===== src/rtl/core_pkg.sv =====
// Shared tile-engine definitions: tile geometry, buffer states, rotation codes.
package core_pkg;

  localparam int unsigned P_DIM   = 8;
  localparam int unsigned P_BUS_W = 32;

  typedef enum logic [1:0] {
    ST_EMPTY = 2'd0,
    ST_FILL  = 2'd1,
    ST_FULL  = 2'd2,
    ST_DRAIN = 2'd3
  } tile_state_e;

  localparam logic [1:0] P_DEG_0   = 2'd0;
  localparam logic [1:0] P_DEG_90  = 2'd1;
  localparam logic [1:0] P_DEG_180 = 2'd2;
  localparam logic [1:0] P_DEG_270 = 2'd3;

  // Counter-clockwise rotation by d equals clockwise rotation by (4 - d) mod 4.
  function automatic logic [1:0] eff_rot(input logic [1:0] degrees, input logic direction);
    return direction ? degrees : 2'(2'd0 - degrees);
  endfunction

endpackage


===== src/rtl/core_tile_buf_if.sv =====
// DMA/core_set facing signal bundle of the tile buffer.
interface core_tile_buf_if;

  logic [31:0] I_TB_RDATA;
  logic        I_TB_DMA_READY;
  logic        I_TB_WRITE;
  logic        I_TB_IMEM_PAD;
  logic [1:0]  I_TB_DEGREES;
  logic        I_TB_DIRECTION;
  logic        I_TB_CLEAR;
  logic [31:0] O_TB_WDATA;
  logic        O_TB_FULL;
  logic        O_TB_EMPTY;
  logic        O_TB_ERR;

  modport slave (
    input  I_TB_RDATA, I_TB_DMA_READY, I_TB_WRITE, I_TB_IMEM_PAD,
    input  I_TB_DEGREES, I_TB_DIRECTION, I_TB_CLEAR,
    output O_TB_WDATA, O_TB_FULL, O_TB_EMPTY, O_TB_ERR
  );

  modport master (
    output I_TB_RDATA, I_TB_DMA_READY, I_TB_WRITE, I_TB_IMEM_PAD,
    output I_TB_DEGREES, I_TB_DIRECTION, I_TB_CLEAR,
    input  O_TB_WDATA, O_TB_FULL, O_TB_EMPTY, O_TB_ERR
  );

endinterface


===== src/rtl/core_tile_map.sv =====
// Maps an output (drain-order) index to the stored pixel index for a rotation.
module core_tile_map #(
  parameter  int unsigned P_DIM = 8,
  localparam int unsigned RC_W  = $clog2(P_DIM),
  localparam int unsigned IDX_W = 2 * RC_W
) (
  input  logic [IDX_W-1:0] k,
  input  logic [1:0]       e,
  output logic [IDX_W-1:0] src_c
);
  import core_pkg::*;

  localparam logic [RC_W-1:0] LAST = RC_W'(P_DIM - 1);

  logic [RC_W-1:0] r;
  logic [RC_W-1:0] c;
  logic [RC_W-1:0] sr;
  logic [RC_W-1:0] sc;

  assign r = k[IDX_W-1:RC_W];
  assign c = k[RC_W-1:0];

  // Source row/column for each quarter turn.
  always_comb begin
    sr = r;
    sc = c;
    case (e)
      P_DEG_90:  begin sr = LAST - c; sc = r;        end
      P_DEG_180: begin sr = LAST - r; sc = LAST - c; end
      P_DEG_270: begin sr = c;        sc = LAST - r; end
      default:   begin sr = r;        sc = c;        end
    endcase
  end

  assign src_c = {sr, sc};

endmodule


===== src/rtl/core_tile_buf.sv =====
// Single-tile pixel buffer: fills a P_DIM x P_DIM tile in raster order and
// drains it rotated, with a registered, prefetched drain data path.
module core_tile_buf #(
  parameter int unsigned P_PIX_W = 24,
  parameter int unsigned P_DIM   = core_pkg::P_DIM
) (
  input  logic           I_TB_HCLK,
  input  logic           I_TB_HRESET_N,
  core_tile_buf_if.slave bus
);
  import core_pkg::*;

  localparam int unsigned CELLS = P_DIM * P_DIM;
  localparam int unsigned IDX_W = 2 * $clog2(P_DIM);
  localparam logic [IDX_W-1:0] LAST_IDX = IDX_W'(CELLS - 1);

  tile_state_e        state;
  logic [IDX_W-1:0]   wr_cnt;
  logic [IDX_W-1:0]   rd_cnt;
  logic [1:0]         rot;
  logic [P_BUS_W-1:0] wdata;
  logic               full;
  logic               empty;
  logic               err;
  logic [P_PIX_W-1:0] mem [CELLS];

  logic               fill_beat;
  logic               drain_beat;
  logic               fill_ok;
  logic               drain_ok;
  logic               last_fill;
  logic               bad_beat;
  logic [P_PIX_W-1:0] pix_in;
  logic [1:0]         rot_live;
  logic [IDX_W-1:0]   map_k;
  logic [1:0]         map_e;
  logic [IDX_W-1:0]   src;
  logic [P_PIX_W-1:0] rd_pix;
  logic               unused_rdata_c;

  assign fill_beat  = bus.I_TB_DMA_READY & ~bus.I_TB_WRITE;
  assign drain_beat = bus.I_TB_DMA_READY &  bus.I_TB_WRITE;
  assign fill_ok    = fill_beat  & ((state == ST_EMPTY) | (state == ST_FILL));
  assign drain_ok   = drain_beat & ((state == ST_FULL)  | (state == ST_DRAIN));
  assign bad_beat   = (fill_beat & ~fill_ok) | (drain_beat & ~drain_ok);
  assign last_fill  = fill_ok & (wr_cnt == LAST_IDX);
  assign pix_in     = bus.I_TB_IMEM_PAD ? '0 : bus.I_TB_RDATA[P_PIX_W-1:0];
  assign rot_live   = eff_rot(bus.I_TB_DEGREES, bus.I_TB_DIRECTION);
  assign unused_rdata_c = ^bus.I_TB_RDATA[P_BUS_W-1:P_PIX_W];

  // Prefetch k=0 with the live rotation on the closing fill beat, else the next drain index.
  assign map_k = last_fill ? '0 : rd_cnt + IDX_W'(1);
  assign map_e = last_fill ? rot_live : rot;

  core_tile_map #(.P_DIM(P_DIM)) u_map (
    .k     (map_k),
    .e     (map_e),
    .src_c (src)
  );

  // The final pixel is still being written when k=0 may already need it.
  assign rd_pix = (last_fill && (src == wr_cnt)) ? pix_in : mem[src];

  // Pixel store: one write port, no reset.
  always_ff @(posedge I_TB_HCLK) begin
    if (I_TB_HRESET_N && fill_ok && !bus.I_TB_CLEAR) mem[wr_cnt] <= pix_in;
  end

  // Buffer state, counters, held rotation and registered outputs.
  always_ff @(posedge I_TB_HCLK or negedge I_TB_HRESET_N) begin
    if (!I_TB_HRESET_N) begin
      state  <= ST_EMPTY;
      wr_cnt <= '0;
      rd_cnt <= '0;
      rot    <= P_DEG_0;
      wdata  <= '0;
      full   <= 1'b0;
      empty  <= 1'b1;
      err    <= 1'b0;
    end else if (bus.I_TB_CLEAR) begin
      state  <= ST_EMPTY;
      wr_cnt <= '0;
      rd_cnt <= '0;
      rot    <= P_DEG_0;
      wdata  <= '0;
      full   <= 1'b0;
      empty  <= 1'b1;
      err    <= 1'b0;
    end else begin
      if (bad_beat) err <= 1'b1;
      if (fill_ok) begin
        wr_cnt <= wr_cnt + IDX_W'(1);
        empty  <= 1'b0;
        if (last_fill) begin
          state <= ST_FULL;
          full  <= 1'b1;
          rot   <= rot_live;
          wdata <= P_BUS_W'(rd_pix);
        end else begin
          state <= ST_FILL;
        end
      end
      if (drain_ok) begin
        wdata <= P_BUS_W'(rd_pix);
        if (rd_cnt == LAST_IDX) begin
          state  <= ST_EMPTY;
          rd_cnt <= '0;
          full   <= 1'b0;
          empty  <= 1'b1;
        end else begin
          state  <= ST_DRAIN;
          rd_cnt <= rd_cnt + IDX_W'(1);
        end
      end
    end
  end

  assign bus.O_TB_WDATA = wdata;
  assign bus.O_TB_FULL  = full;
  assign bus.O_TB_EMPTY = empty;
  assign bus.O_TB_ERR   = err;

endmodule


===== src/flat_wrapper.sv =====
// flat-port wrapper written by rule: the top's interface ports become plain ports
module core_tile_buf_flat import core_pkg::*;
#(
  parameter int unsigned P_PIX_W = 24,
  parameter int unsigned P_DIM   = core_pkg::P_DIM
)
  (I_TB_HCLK, I_TB_HRESET_N, bus_I_TB_RDATA, bus_I_TB_DMA_READY, bus_I_TB_WRITE, bus_I_TB_IMEM_PAD, bus_I_TB_DEGREES, bus_I_TB_DIRECTION, bus_I_TB_CLEAR, bus_O_TB_WDATA, bus_O_TB_FULL, bus_O_TB_EMPTY, bus_O_TB_ERR);
  core_tile_buf_if bus_i ();
  input  logic I_TB_HCLK;
  input  logic I_TB_HRESET_N;
  input wire logic [$bits(bus_i.I_TB_RDATA)-1:0] bus_I_TB_RDATA;
  input wire logic [$bits(bus_i.I_TB_DMA_READY)-1:0] bus_I_TB_DMA_READY;
  input wire logic [$bits(bus_i.I_TB_WRITE)-1:0] bus_I_TB_WRITE;
  input wire logic [$bits(bus_i.I_TB_IMEM_PAD)-1:0] bus_I_TB_IMEM_PAD;
  input wire logic [$bits(bus_i.I_TB_DEGREES)-1:0] bus_I_TB_DEGREES;
  input wire logic [$bits(bus_i.I_TB_DIRECTION)-1:0] bus_I_TB_DIRECTION;
  input wire logic [$bits(bus_i.I_TB_CLEAR)-1:0] bus_I_TB_CLEAR;
  output wire logic [$bits(bus_i.O_TB_WDATA)-1:0] bus_O_TB_WDATA;
  output wire logic [$bits(bus_i.O_TB_FULL)-1:0] bus_O_TB_FULL;
  output wire logic [$bits(bus_i.O_TB_EMPTY)-1:0] bus_O_TB_EMPTY;
  output wire logic [$bits(bus_i.O_TB_ERR)-1:0] bus_O_TB_ERR;
  assign bus_i.I_TB_RDATA = bus_I_TB_RDATA;
  assign bus_i.I_TB_DMA_READY = bus_I_TB_DMA_READY;
  assign bus_i.I_TB_WRITE = bus_I_TB_WRITE;
  assign bus_i.I_TB_IMEM_PAD = bus_I_TB_IMEM_PAD;
  assign bus_i.I_TB_DEGREES = bus_I_TB_DEGREES;
  assign bus_i.I_TB_DIRECTION = bus_I_TB_DIRECTION;
  assign bus_i.I_TB_CLEAR = bus_I_TB_CLEAR;
  assign bus_O_TB_WDATA = bus_i.O_TB_WDATA;
  assign bus_O_TB_FULL = bus_i.O_TB_FULL;
  assign bus_O_TB_EMPTY = bus_i.O_TB_EMPTY;
  assign bus_O_TB_ERR = bus_i.O_TB_ERR;
  core_tile_buf #(.P_PIX_W(P_PIX_W), .P_DIM(P_DIM)) u_core (.I_TB_HCLK(I_TB_HCLK), .I_TB_HRESET_N(I_TB_HRESET_N), .bus(bus_i));
endmodule

===== config.mk =====
export PLATFORM = sky130hd
export DESIGN_NAME = core_tile_buf_flat
export DESIGN_NICKNAME = d
export VERILOG_FILES = /design/src/rtl/core_pkg.sv /design/src/rtl/core_tile_buf_if.sv /design/src/rtl/core_tile_map.sv /design/src/rtl/core_tile_buf.sv /design/src/flat_wrapper.sv
export SDC_FILE = /design/constraint.sdc
export NUM_CORES = 2
export LEC_CHECK = 0
export CAP_MARGIN = 30
export CORE_MARGIN = 2
export CORE_UTILIZATION = 40
export CTS_CLUSTER_SIZE = 10
export DETAILED_ROUTE_END_ITERATION = 7
export PLACE_DENSITY = 0.62
export SLEW_MARGIN = 15
export SYNTH_ARGS = -nofsm -noshare
export SYNTH_HDL_FRONTEND = slang
export SYNTH_SLANG_ARGS = --single-unit

===== constraint.sdc =====
create_clock -name I_TB_HCLK -period 4.85 [get_ports I_TB_HCLK]
set_clock_uncertainty 0.15 [all_clocks]
set_input_delay 0.97 -clock I_TB_HCLK [delete_from_list [all_inputs] [get_ports I_TB_HCLK]]
set_output_delay 0.97 -clock I_TB_HCLK [all_outputs]
set_load 0.05 [all_outputs]

==> flow_summary.toml <==
[global_route]
antenna_found_initial = 5
grt_pass1_wl_um = 259000
globalRouteOverflowTotal = 0
gr-usage-all-layers_pct = 23.1
grt_start_max_net_pins = 66
grt_pass1_vias = 37900

[min_path]
holdCritStartpoint = "u_core.bus.O_TB_EMPTY"
hold_class = "flop to flop"

[finish]
drive_gt1_share_pct = 18.7
syn2layout_area_growth_pct = 19.9
layout_common_cells = "edfxtp_1, o22ai_1, buf_4"
final_cells = 6403
nets = 4354
final_common_cell = "edfxtp_1"

[setup_path]
path_cells = "ha_1 > nand3_2 > mux2_2 > a211oi_1 > nor3_4 > buf_12 > buf_12 > buf_4 > o22ai_1 > nor3_1 > nor4_2 > or4_1 > o21ai_1"
critPathRequiredTime_ns = 5.39
path_buf_inv = 3
slowest_delay_ns = 0.86
cp_top_family = "simple AND/OR/NAND/NOR gates"
path_common_cell = "buf_12"
crit_path_top_delay_cell = "nor4_2"
cp-start-kind = "flop"
worstSetupPathType = "flop to flop"
crit_path_end_kind = "flop"
reg2reg_from = "u_core.rd_cnt[0]"
crit_path_max_fanout = 15
arrival_ns = 5.10
critPathLaunch = "u_core.rd_cnt[0]"

[flow_run]
drv_cap = 0

[drt]
ant_nets = 0
dr.first_iter.drc_count = 4802
wl_met1_um = 73500
drt_first_pass_iters = 5
wire_per_inst_um = 28.1
vias = 39000
wl_met3_um = 17900
avgViaCountPerCell = 6.09
finalWirelength_um = 180000
dr_wl_met2_um = 82500
drcViolationCount = 0
highest_layer = "met5"

[timing]
rsz0062_at_grt = "false"
fin_crit_ns = 4.56
setup_viol = 0
fin_tns_setup_ns = 0
relSlewSlack_pct = 28.8
maxSlewViolCount = 0
hold_ws_ns = 0.342
tightest_slew_ns = 1.06
setup_ws_ns = 0.292
fmaxAchievable_ghz = 0.219
hold_viol = 0
fin_crit_sh_pct = 94.0

[synthesis]
yosysTopAreaCellShare_pct = 76.2
synth_top_area_cell = "edfxtp_1"
synth.distinct_cells = 72
yosysWarnings = 0
synth_cells = 3881
synthFlopType = "edfxtp_1"
async_flop_share_pct = 2.66
yosys-top-cells-area = "edfxtp_1, o22ai_1, o21ai_0"
synth-edff-count = 1536
avgSynthCellArea_um2 = 15.6
yosysSeqAreaShare_pct = 77.9
ys_ff_latch = 1578
synth_area_mm2 = 0.0605

[power]
ir_drop_uv = 371
p_per_area_mw_per_mm2 = 374
p_leak_nw = 21.6

[floorplanning]
core_area_mm2 = 0.150
dieWidth_um = 393
io-pin-count = 76
dieArea_mm2 = 0.154
start_util_pct = 40.3
rows = 142
die_h_um = 393

[cts]
htreeDepth = 4
cts_root_buffer = "clkbuf_16"
cts_buffers = 177
clk_pin_slew_worst_paths_ns = 0.06
cts_setup_buffers = 0
insertion_delay_ns = 0.81
clock-sinks = 1578
cts_tree = "yes"
clk_path_buf_depth = 3

[placement]
port_buffers = 59
post-place-ws_ns = -0.246
numPlacedInstances = 6146
place_congestion = 0.848
dp_hpwl_um = 106000

[outcome]
status = "completed"
==> cells by family after synthesis <==
| group | after synthesis | share of synthesized area (%) |
|---|---|---|
| XOR/XNOR | 12 | 0.186 |
| AO/OA/AOI/OAI | 1164 | 12.6 |
| other | 1 | 0.00620 |
| buffers and inverters | 292 | 2.22 |
| AND/OR/NAND/NOR | 810 | 6.63 |
| adder cells (fa/ha/maj) | 2 | 0.0413 |
| flip-flops | 1578 | 77.9 |
| multiplexers | 22 | 0.376 |
==> report_power, final <==
group          total [W]  internal [W]  switching, W
Combinational   0.000385     0.0000722      0.000312
Sequential        0.0150        0.0150    0.00000546
Clock             0.0118       0.00670       0.00505
==> stage by stage <==
| stage | instance area (µm²) | util [%] | total power [W] |
|---|---|---|---|
| after CTS | 72600 | 48.3 | 0.0272 |
| after detailed placement | 67700 | 45.1 | 0.0156 |
| after global routing | 72600 | 48.3 | 0.0278 |
| after global placement | 67600 | 45.0 | 0.0156 |
| after floorplan | 60600 | - | 0.0154 |
| final | 72600 | 48.4 | 0.0271 |
==> timing repair <==
action,CTS,global route
gates resized for setup,0,1
hold endpoints to repair,14,0
setup endpoints to repair,0,2
hold buffers,1,0
==> metal layers <==
layer / GRT usage [%] / up-vias
met4: 8.35 / 2
met5: 0 / -
met3: 4.68 / 298
li1: - / 16700
met2: 35.8 / 2084
met1: 32.4 / 19900
==> flip-flops by register name, summed over array words and instances, names as in the netlist <==
name and count:
u_core.bus.O_TB_ERR 1, u_core.state 1, u_core.rd_cnt 6, u_core.wr_cnt 6
u_core.rot 2, u_core.bus.O_TB_EMPTY 1, u_core.mem 1536, u_core.bus.O_TB_FULL 1
u_core.bus.O_TB_WDATA 24
==> final timing paths <==
check,end,slack [ns],depth (start not counted)
worst max-delay path,u_core.bus.O_TB_WDATA[14],0.29,13
worst min-delay path,u_core.bus.O_TB_EMPTY,0.34,2
worst max register to register,u_core.bus.O_TB_WDATA[14],0.29,13
worst min register to register,u_core.bus.O_TB_EMPTY,0.34,2
max in group asynchronous,u_core.bus.O_TB_WDATA[6],3.14,3
min in group asynchronous,u_core.rd_cnt[2],0.51,2
==> cell type report <==
class                   count  area, µm²
inverters                   6       22.5
multi-input cells        2018      12700
repair buffers            530       5330
flip-flops and latches   1578      47200
well taps                2016       2520
clock inverters            17        193
diodes                      8       20.0
clock buffers             230       4670
fillers                 12500      77500
==> worst reg2reg max path: cells and delay by family, from the launching register on <==
kind	cells	cell delay [ns]
multiplexers	1	0.39
AO/OA/AOI/OAI	3	0.84
AND/OR/NAND/NOR	5	1.66
flip-flops	1	0.54
buffers and inverters	3	0.52
adder cells (fa/ha/maj)	1	0.35
==> synth_stat cells, types with 5 or more instances <==
master       n
a211oi_1    15
a21oi_1     13
a221o_1      5
a22oi_1     24
buf_1       15
buf_2      134
buf_4       17
clkbuf_1   117
dfrtp_1     41
edfxtp_1  1536
inv_1        6
mux2_2       6
mux2i_1     16
nand2_1     26
nand3_1     10
nand4_1      5
nor2_1     338
nor2b_1     32
nor3_1     194
nor4_1     146
o21ai_0    266
o21ai_1     23
o221ai_1    28
o22a_1     119
o22ai_1    545
o31ai_1     51
o41ai_1     48
or4_1       23
xnor2_1      5
xor2_1       6
(Power assumes the default switching activity.)
